[config.mk]
export PLATFORM = sky130hd
export DESIGN_NAME = cyclic_lamp_monitor
export DESIGN_NICKNAME = d
export VERILOG_FILES = /design/src/rtl/lamp_pkg.sv /design/src/rtl/lamp_dwell_counter.sv /design/src/rtl/cyclic_lamp_monitor.sv
export SDC_FILE = /design/constraint.sdc
export NUM_CORES = 1
export LEC_CHECK = 0
export ABC_CLOCK_PERIOD_IN_PS = 2400
export CORE_AREA = 2 2 60 62
export CTS_CLUSTER_DIAMETER = 80
export DETAILED_ROUTE_END_ITERATION = 7
export DIE_AREA = 0 0 62 64
export PLACE_DENSITY_LB_ADDON = 0.2
export SLEW_MARGIN = 20
export SYNTH_ARGS = -nofsm -noshare
export SYNTH_HDL_FRONTEND = slang
export SYNTH_SLANG_ARGS = --single-unit
[constraint.sdc]
create_clock -name clk -period 2.4 [get_ports clk]
set_input_delay 0.36 -clock clk [delete_from_list [all_inputs] [get_ports clk]]
set_output_delay 0.36 -clock clk [all_outputs]
set_load 0.005 [all_outputs]
[src/rtl/lamp_pkg.sv]
// lamp_pkg
// Shared definitions for the cyclic lamp monitor: one-hot colour codes of the
// R/Y/G lamp bus, the phase encoding reported to the outside world, the error
// code enumeration and small helper functions for sequence checking.
package lamp_pkg;

  localparam logic [2:0] RED    = 3'b100;
  localparam logic [2:0] YELLOW = 3'b010;
  localparam logic [2:0] GREEN  = 3'b001;

  localparam logic [1:0] PHASE_NONE   = 2'd0;
  localparam logic [1:0] PHASE_RED    = 2'd1;
  localparam logic [1:0] PHASE_YELLOW = 2'd2;
  localparam logic [1:0] PHASE_GREEN  = 2'd3;

  // The numeric value of each code doubles as its bit index in err_sticky.
  typedef enum logic [1:0] {
    ERR_ILLEGAL = 2'd0,
    ERR_ORDER   = 2'd1,
    ERR_SHORT   = 2'd2,
    ERR_LONG    = 2'd3
  } err_code_e;

  // Legal successor of a colour in the R -> Y -> G -> R cycle.
  function automatic logic [2:0] next_colour(input logic [2:0] colour);
    case (colour)
      RED:     return YELLOW;
      YELLOW:  return GREEN;
      GREEN:   return RED;
      default: return RED;
    endcase
  endfunction

  function automatic logic is_onehot3(input logic [2:0] v);
    return (v == RED) || (v == YELLOW) || (v == GREEN);
  endfunction

  // The tracked colour is kept as the reported phase; this recovers the
  // bus code it stands for (PHASE_NONE maps to an impossible 000).
  function automatic logic [2:0] phase_to_colour(input logic [1:0] ph);
    case (ph)
      PHASE_RED:    return RED;
      PHASE_YELLOW: return YELLOW;
      PHASE_GREEN:  return GREEN;
      default:      return 3'b000;
    endcase
  endfunction

  function automatic logic [1:0] colour_to_phase(input logic [2:0] colour);
    case (colour)
      RED:     return PHASE_RED;
      YELLOW:  return PHASE_YELLOW;
      GREEN:   return PHASE_GREEN;
      default: return PHASE_NONE;
    endcase
  endfunction

endpackage

[src/rtl/lamp_dwell_counter.sv]
// lamp_dwell_counter
// Saturating count of how many consecutive samples the current colour has
// been held. Only instantiated when CYCLIC_LAMP_MON_DWELL_CHECK_EN is defined.
// Ports:
//   clk, rst      clock and asynchronous active-high reset
//   load_i        restart the count at 1 (a new colour was accepted)
//   inc_i         one more sample of the same colour
//   clr_i         drop to 0 (sequence lost); highest priority
//   at_max_o      count equals MAX_DWELL
//   below_min_o   count is below MIN_DWELL
module lamp_dwell_counter
  import lamp_pkg::*;
#(
  parameter int unsigned WIDTH     = 2,
  parameter int unsigned MIN_DWELL = 1,
  parameter int unsigned MAX_DWELL = 1
) (
  input  logic clk,
  input  logic rst,
  input  logic load_i,
  input  logic inc_i,
  input  logic clr_i,
  output logic at_max_o,
  output logic below_min_o
);

  logic [WIDTH-1:0] count_q;

  // Clear wins over load, load wins over increment; the increment sticks at
  // all-ones so a stuck lamp never wraps back into the legal window.
  always_ff @(posedge clk or posedge rst) begin
    if (rst) begin
      count_q <= '0;
    end else if (clr_i) begin
      count_q <= '0;
    end else if (load_i) begin
      count_q <= {{(WIDTH-1){1'b0}}, 1'b1};
    end else if (inc_i && (count_q != '1)) begin
      count_q <= count_q + 1'b1;
    end
  end

  assign at_max_o    = (count_q == WIDTH'(MAX_DWELL));
  assign below_min_o = (count_q <  WIDTH'(MIN_DWELL));

endmodule

[src/rtl/cyclic_lamp_monitor.sv]
// cyclic_lamp_monitor
// Receive-side checker for the one-hot R/Y/G lamp bus. Locks at the first RED,
// then checks legal codes, R->Y->G->R ordering and (optionally) dwell time,
// reporting phase, lock, error pulses/sticky flags and completed rounds.
// Configuration macro: CYCLIC_LAMP_MON_DWELL_CHECK_EN enables SHORT/LONG
// dwell checks and the dwell counter; without it any hold time is accepted.
// Ports:
//   clk, rst     clock and asynchronous active-high reset
//   light        sampled lamp bus (RED=100, YELLOW=010, GREEN=001)
//   clr_err      clears err_sticky
//   locked       tracking a valid sequence
//   phase        0=none 1=RED 2=YELLOW 3=GREEN
//   err_valid    one-cycle pulse per error; err_code qualifies it
//   err_sticky   one bit per error code, held until clr_err
//   cycles       saturating count of completed R->Y->G->R rounds
module cyclic_lamp_monitor
  import lamp_pkg::*;
#(
  parameter int unsigned MIN_DWELL = 1,
  parameter int unsigned MAX_DWELL = 1,
  parameter int unsigned CNT_W     = 8
) (
  input  logic             clk,
  input  logic             rst,
  input  logic [2:0]       light,
  input  logic             clr_err,
  output logic             locked,
  output logic [1:0]       phase,
  output logic             err_valid,
  output logic [1:0]       err_code,
  output logic [3:0]       err_sticky,
  output logic [CNT_W-1:0] cycles
);

  localparam logic [0:0] ST_ACQUIRE = 1'b0;
  localparam logic [0:0] ST_TRACK   = 1'b1;

  if (MIN_DWELL < 1 || MAX_DWELL < MIN_DWELL) begin : g_badParams
    $error("cyclic_lamp_monitor: need 1 <= MIN_DWELL <= MAX_DWELL");
  end

  logic [0:0]       state_q,    state_d;
  logic [1:0]       phase_q,    phase_d;
  logic             errValid_q, errValid_d;
  err_code_e        errCode_q,  errCode_d;
  logic [3:0]       sticky_q,   sticky_d;
  logic [CNT_W-1:0] cycles_q,   cycles_d;

  logic       hasErr;
  err_code_e  newErr;
  logic [2:0] curColour;
  logic       shortHit;
  logic       longHit;

`ifdef CYCLIC_LAMP_MON_DWELL_CHECK_EN
  localparam int unsigned DwellW = $clog2(MAX_DWELL + 2);

  logic dwellLoad, dwellInc, dwellClr;
  logic atMax, belowMin;

  lamp_dwell_counter #(
    .WIDTH     (DwellW),
    .MIN_DWELL (MIN_DWELL),
    .MAX_DWELL (MAX_DWELL)
  ) u_dwell (
    .clk         (clk),
    .rst         (rst),
    .load_i      (dwellLoad),
    .inc_i       (dwellInc),
    .clr_i       (dwellClr),
    .at_max_o    (atMax),
    .below_min_o (belowMin)
  );

  assign shortHit = belowMin;
  assign longHit  = atMax;
`else
  assign shortHit = 1'b0;
  assign longHit  = 1'b0;
`endif

  // Next-state decode. Checks are ordered so that ILLEGAL beats ORDER beats
  // SHORT beats LONG; ORDER, SHORT and LONG are mutually exclusive by branch.
  // clr_err wipes the sticky flags first so a same-cycle error survives alone.
  always_comb begin
    state_d    = state_q;
    phase_d    = phase_q;
    errValid_d = 1'b0;
    errCode_d  = errCode_q;
    sticky_d   = clr_err ? 4'b0000 : sticky_q;
    cycles_d   = cycles_q;
    hasErr     = 1'b0;
    newErr     = ERR_ILLEGAL;
    curColour  = phase_to_colour(phase_q);
`ifdef CYCLIC_LAMP_MON_DWELL_CHECK_EN
    dwellLoad  = 1'b0;
    dwellInc   = 1'b0;
    dwellClr   = 1'b0;
`endif

    if (!is_onehot3(light)) begin
      hasErr = 1'b1;
      newErr = ERR_ILLEGAL;
    end else if (state_q == ST_ACQUIRE) begin
      if (light == RED) begin
        state_d = ST_TRACK;
        phase_d = PHASE_RED;
`ifdef CYCLIC_LAMP_MON_DWELL_CHECK_EN
        dwellLoad = 1'b1;
`endif
      end
    end else if (light == curColour) begin
      if (longHit) begin
        hasErr = 1'b1;
        newErr = ERR_LONG;
      end else begin
`ifdef CYCLIC_LAMP_MON_DWELL_CHECK_EN
        dwellInc = 1'b1;
`endif
      end
    end else if (light == next_colour(curColour)) begin
      if (shortHit) begin
        hasErr = 1'b1;
        newErr = ERR_SHORT;
      end else begin
        phase_d = colour_to_phase(light);
`ifdef CYCLIC_LAMP_MON_DWELL_CHECK_EN
        dwellLoad = 1'b1;
`endif
        if ((curColour == GREEN) && (cycles_q != '1)) begin
          cycles_d = cycles_q + 1'b1;
        end
      end
    end else begin
      hasErr = 1'b1;
      newErr = ERR_ORDER;
    end

    // Any error drops lock and discards the offending sample; the round
    // counter is deliberately left alone.
    if (hasErr) begin
      errValid_d       = 1'b1;
      errCode_d        = newErr;
      sticky_d[newErr] = 1'b1;
      state_d          = ST_ACQUIRE;
      phase_d          = PHASE_NONE;
`ifdef CYCLIC_LAMP_MON_DWELL_CHECK_EN
      dwellLoad        = 1'b0;
      dwellInc         = 1'b0;
      dwellClr         = 1'b1;
`endif
    end

`ifndef CYCLIC_LAMP_MON_DWELL_CHECK_EN
    sticky_d[3:2] = 2'b00;
`endif
  end

  // All reported values come straight from these registers.
  always_ff @(posedge clk or posedge rst) begin
    if (rst) begin
      state_q    <= ST_ACQUIRE;
      phase_q    <= PHASE_NONE;
      errValid_q <= 1'b0;
      errCode_q  <= ERR_ILLEGAL;
      sticky_q   <= 4'b0000;
      cycles_q   <= '0;
    end else begin
      state_q    <= state_d;
      phase_q    <= phase_d;
      errValid_q <= errValid_d;
      errCode_q  <= errCode_d;
      sticky_q   <= sticky_d;
      cycles_q   <= cycles_d;
    end
  end

  assign locked     = (state_q == ST_TRACK);
  assign phase      = phase_q;
  assign err_valid  = errValid_q;
  assign err_code   = errCode_q;
  assign err_sticky = sticky_q;
  assign cycles     = cycles_q;

endmodule

Word-level counts from Yosys, hierarchy flattened
Index checks and enable logic that the tools add are counted.
{"block": "totals", "register_bits": 16, "in_bits": 6, "out_inout_bits": 18, "wordCells": 62}
{"block": "classes", "addsub": 1, "n_lt_le_gt_ge": 2, "n_eq_ne": 14, "mux": 29, "bitwise_logic": 2, "n_reduce_logical": 8}
{"op": "2-to-1 mux 2 bit", "count": 9}
{"op": "2-to-1 mux 1 bit", "count": 13}
{"op": "2-to-1 mux 3 bit", "count": 3}
{"op": "case mux 3 bit (3 select lines)", "count": 1}
{"op": "adder 8 x 1 -> 8 bit, second input constant", "count": 1}
{"op": "!= test 8 bit, second input constant", "count": 1}
{"op": "== test 3 x 1 -> 1 bit, second input constant", "count": 2}
{"op": "== test 3 x 2 -> 1 bit, second input constant", "count": 2}
{"op": "== test 3 bit", "count": 2}
{"op": "== test 3 bit, second input constant", "count": 2}
{"op": "case mux 2 bit (3 select lines)", "count": 1}
{"op": "case mux 3 bit (2 select lines)", "count": 1}
{"op": "AND reduction 5 bit", "count": 1}
{"op": "== test 2 bit, second input constant", "count": 2}
{"op": "AND reduction 4 bit", "count": 1}
{"op": "less-than comparator 2 x 3 -> 1 bit, second input constant", "count": 1}
{"op": "!= test 3 x 1 -> 1 bit, second input constant", "count": 1}
{"op": "!= test 3 bit, second input constant", "count": 1}
{"op": "nonzero test 3 bit", "count": 1}
{"op": "demux 1 bit (select 2 bit)", "count": 1}
{"op": "== test 2 x 1 -> 1 bit, second input constant", "count": 1}
{"op": "greater-or-equal comparator 2 x 1 -> 1 bit, second input constant", "count": 1}
{"op": "logical AND 1 bit", "count": 2}
{"op": "logical OR 1 bit", "count": 2}
{"op": "other kinds (3)", "count": 3}

Depth between registers and ports, before layout
{"block": "depth", "ltp_word": 18, "ltp_mapped": 7, "mapped_depth_nobuf": 7}

Least setup slack after synthesis
OpenSTA, ideal clock, no wires.
{"block": "synth_timing", "path_kind": "reg2reg", "from": "register phase_q[0] (netlist: phase[0])", "to": "register cycles_q[1] (netlist: cycles[1])", "setup_ns": 0.125, "t_arrival_ns": 1.797, "t_required_ns": 2.275, "setup_slack_ns": 0.478, "stages_incl_launch_ff": 7, "n_path_buf": 0, "period_less_slack_ns": 1.922, "cell_sequence": "dfrtp_1 > inv_1 > ha_1 > xnor2_1 > nand3_2 > nor4b_4 > mux2_2"}
{"block": "synth_via", "elab_chain_len": 9, "word_cells_on_any_way": 16, "cone_classes": "eq/ne (8); mux (5); bitwise (1); reduce/logical (2)"}
{"element": "start: declaration", "line": "cyclic_lamp_monitor.sv:43", "text": "logic [1:0] phase_q, phase_d;"}
{"element": "start signal: assignment", "line": "cyclic_lamp_monitor.sv:170", "text": "phase_q <= phase_d;"}
{"element": "== test 2 bit / == test 2 x 1 -> 1 bit (equally long branches)", "line": "lamp_pkg.sv:41", "text": "case (ph)"}
{"element": "case mux 3 bit (3 select lines) *", "line": "lamp_pkg.sv:41"}
{"element": "== test 3 x 2 -> 1 bit / == test 3 bit (equally long branches)", "line": "lamp_pkg.sv:26", "text": "case (colour)"}
{"element": "case mux 3 bit (2 select lines)", "line": "lamp_pkg.sv:26"}
{"element": "2-to-1 mux 3 bit", "line": "cyclic_lamp_monitor.sv:112", "text": "end else if (light == curColour) begin"}
{"element": "2-to-1 mux 3 bit", "line": "cyclic_lamp_monitor.sv:104", "text": "end else if (state_q == ST_ACQUIRE) begin"}
{"element": "2-to-1 mux 3 bit", "line": "cyclic_lamp_monitor.sv:101", "text": "if (!is_onehot3(light)) begin"}
{"element": "== test 3 bit", "line": "cyclic_lamp_monitor.sv:121", "text": "end else if (light == next_colour(curColour)) begin"}
{"element": "AND reduction 5 bit (no source line) *"}
{"element": "end signal: assignment", "line": "cyclic_lamp_monitor.sv:174", "text": "cycles_q <= cycles_d;"}
{"element": "end: declaration", "line": "cyclic_lamp_monitor.sv:47", "text": "logic [CNT_W-1:0] cycles_q, cycles_d;"}
Mark *: on every way between the ends. The rest lies on a longest branch, timed or not. The select of a mux whose other input is x is not followed.
A chain may end at the register's enable or synchronous reset.

Final worst setup path
Same ends and word-level chain as after synthesis.

==> flow_summary.toml <==
[drt]
drt.antenna.violating_nets = 0
via_per_inst = 4.36
first_pass_iters = 4
drt-initial-drc-count = 13
wl_per_cell_um = 11.1
drt-total-wl_um = 1820
post-route-drc-count = 0
dr_total_vias = 710

[floorplan]
chipWidth_um = 62
die_y_um = 64
core-area_um2 = 3280
initial_utilization = 0.291
io_pins = 24
rows = 21
dieArea_um2 = 3970

[power_and_ir_drop]
ir_drop_mv = 0.119
leakage_uw = 0.000504
powerDensity_nw_per_um2 = 424

[clocking]
clock_path_buffers = 2
postCtsSetupBuffers = 0
h-tree-depth = 1
cts_resized = 0
cts_tree = "done"
cts_buffers = 3
clk_latency_ps = 290
clock_sinks = 15
cts_root_buf = "clkbuf_4"
hold_buffers = 0
clkTransAtPathRegs_ps = 100

[timing]
tightest_slew_ps = 567
slew_violations = 0
rsz0062_at_grt = "false"
slew_headroom = 0.622
hold_viol_final = 0
finalSetupViolCount = 0
fin_crit_ps = 2060
fmax_mhz = 484
finalClockSkew_ps = 14.8
fin_setup_tns_ps = 0
fin_crit_sh = 0.860

[worst_setup_path]
rr_worst_depth = 6
r2r_setup_slack_ps = 340
cp-start-kind = "register"
critical_path.startpoint = "phase[0]$_DFFE_PP0P_"
path_max_fanout = 6
r2r_start = "phase[0]$_DFFE_PP0P_"
cp-end-kind = "register"
regToRegEndpoint = "cycles[1]$_DFFE_PP0P_"
crit_type = "reg -> reg"
required_ps = 2580
worstPathArrival_ps = 2250

[synth]
synth-async-reset-ratio = 1.00
synthCells = 95
synth_most_common_cell = "dfrtp_1"
ys_ff_latch = 15
synth_top_area_frac = 0.393
synth-edff-count = 0
synth_area_per_cell_um2 = 10.0
yosysUniqueCellTypes = 34
yosys-top-cells-area = "dfrtp_1, xnor2_1, ha_1"
yosysSeqAreaShare = 0.393
synth_largest_area_cell = "dfrtp_1"
syn_area_um2 = 955
ys.flop_type = "dfrtp_1"
synth_commonest_cells = "dfrtp_1, xnor2_1, inv_1, nand2_1, nand4_1"
yosys_warnings = 0

[grt]
grt_first_pass_wirelength_um = 3190
overflow = 0
grt_max_degree = 16
grtUsageTotal = 0.106
grt_pass1_vias = 692
antenna_found_initial = 0

[final_layout]
drive_above_1_share = 0.103
area_growth_pct = 26.7
num_antenna_cells = 0
finalInstanceArea_um2 = 1210
num-nets-final = 129

[hold_path]
hp-class = "in -> async"

[placement]
dpl_cell_area_um2 = 1180
io_buffers = 20
dpl.hpwl_um = 1450
globalplace.congestion = 0.748

[flow_run]
maxCapViolCount = 0

[outcome]
outcome = "finished clean"
[worst max-delay path, stage by stage, from the launching register on]
cell and delay [ps]:
dfrtp_1 450, inv_1 70, ha_1 310, xnor2_1 170
nand3_2 140, nor4b_4 440, mux2_2 380
[routing by layer]
layer / wire (µm) / GRT usage / vias up
li1: - / - / 360
met1: 845 / 0.138 / 331
met2: 870 / 0.159 / 17
met3: 78 / 0.0243 / 2
met4: 21 / 0.0532 / 0
met5: 0 / 0 / -
[state kept, by name, summed over array words and instances (netlist names)]
signal	cells
err_code	1
locked	1
err_valid	1
phase	2
cycles	8
err_sticky	2
[kinds of logic (layout without fill, tap and decap cells)]
kind of cell / count (synthesis) / in the layout / synth area share
multiplexers: 2 / 2 / 0.0236
AO/OA/AOI/OAI: 12 / 12 / 0.0865
flip-flops: 15 / 15 / 0.393
adder cells (fa/ha/maj): 5 / 5 / 0.0655
other: 1 / 3 / 0.00393
XOR/XNOR: 14 / 14 / 0.128
buffers and inverters: 13 / 33 / 0.0865
AND/OR/NAND/NOR: 33 / 33 / 0.212
[how the worst max path moves through the flow]
stage	to	slack, ps	depth (start not counted)
final	cycles[1]$_DFFE_PP0P_	340	6
after floorplan	cycles[1]$_DFFE_PP0P_	480	6
after detailed placement	cycles[1]$_DFFE_PP0P_	100	5
after global routing	cycles[7]$_DFFE_PP0P_	180	7
after CTS	cycles[1]$_DFFE_PP0P_	310	6
after global placement	cycles[1]$_DFFE_PP0P_	140	5
[final cells by class]
class                      instances  area (µm²)
timing repair buffer              23         223
clock buffer                       3        22.5
tap                               46        57.6
sequential                        15         375
multi-input combinational         69         504
clock inverter                     1        5.00
fill                             330        2070
inverter                           6        22.5
[power breakdown]
group	leakage [µW]	internal (µW)	total (µW)	switching (µW)
sequential	0.000201	262	272	9.56
clock	0.0000177	61.9	142	79.9
combinational	0.000286	51.0	98.8	47.8
[metrics by stage]
stage / total power [µW] / util / hold slack, ps / std cells / worst slack [ps]
floorplan: 342 / - / 261 / 97 / 478
CTS: 525 / 0.368 / 425 / 163 / 306
global route: 550 / 0.368 / 454 / 163 / 180
finish: 512 / 0.368 / 420 / 163 / 335
global placement: 376 / 0.360 / 508 / 159 / 137
detailed placement: 377 / 0.360 / 497 / 159 / 105
[cells in the final DEF (no fill, tap or decap), types with 2 or more instances in the layout]
cell / count
nor2_1: 5
xnor2_1: 12
ha_1: 5
mux2_2: 2
nand3_1: 3
o21ai_0: 2
buf_4: 3
clkdlybuf4s50_1: 20
nand4_1: 6
clkbuf_4: 3
conb_1: 3
nor2b_1: 2
xor2_1: 2
and3_1: 2
a21oi_1: 2
nand2b_1: 2
dfrtp_1: 15
inv_1: 6
nand2_1: 6
Note: power is estimated with default switching activity, not from simulation.
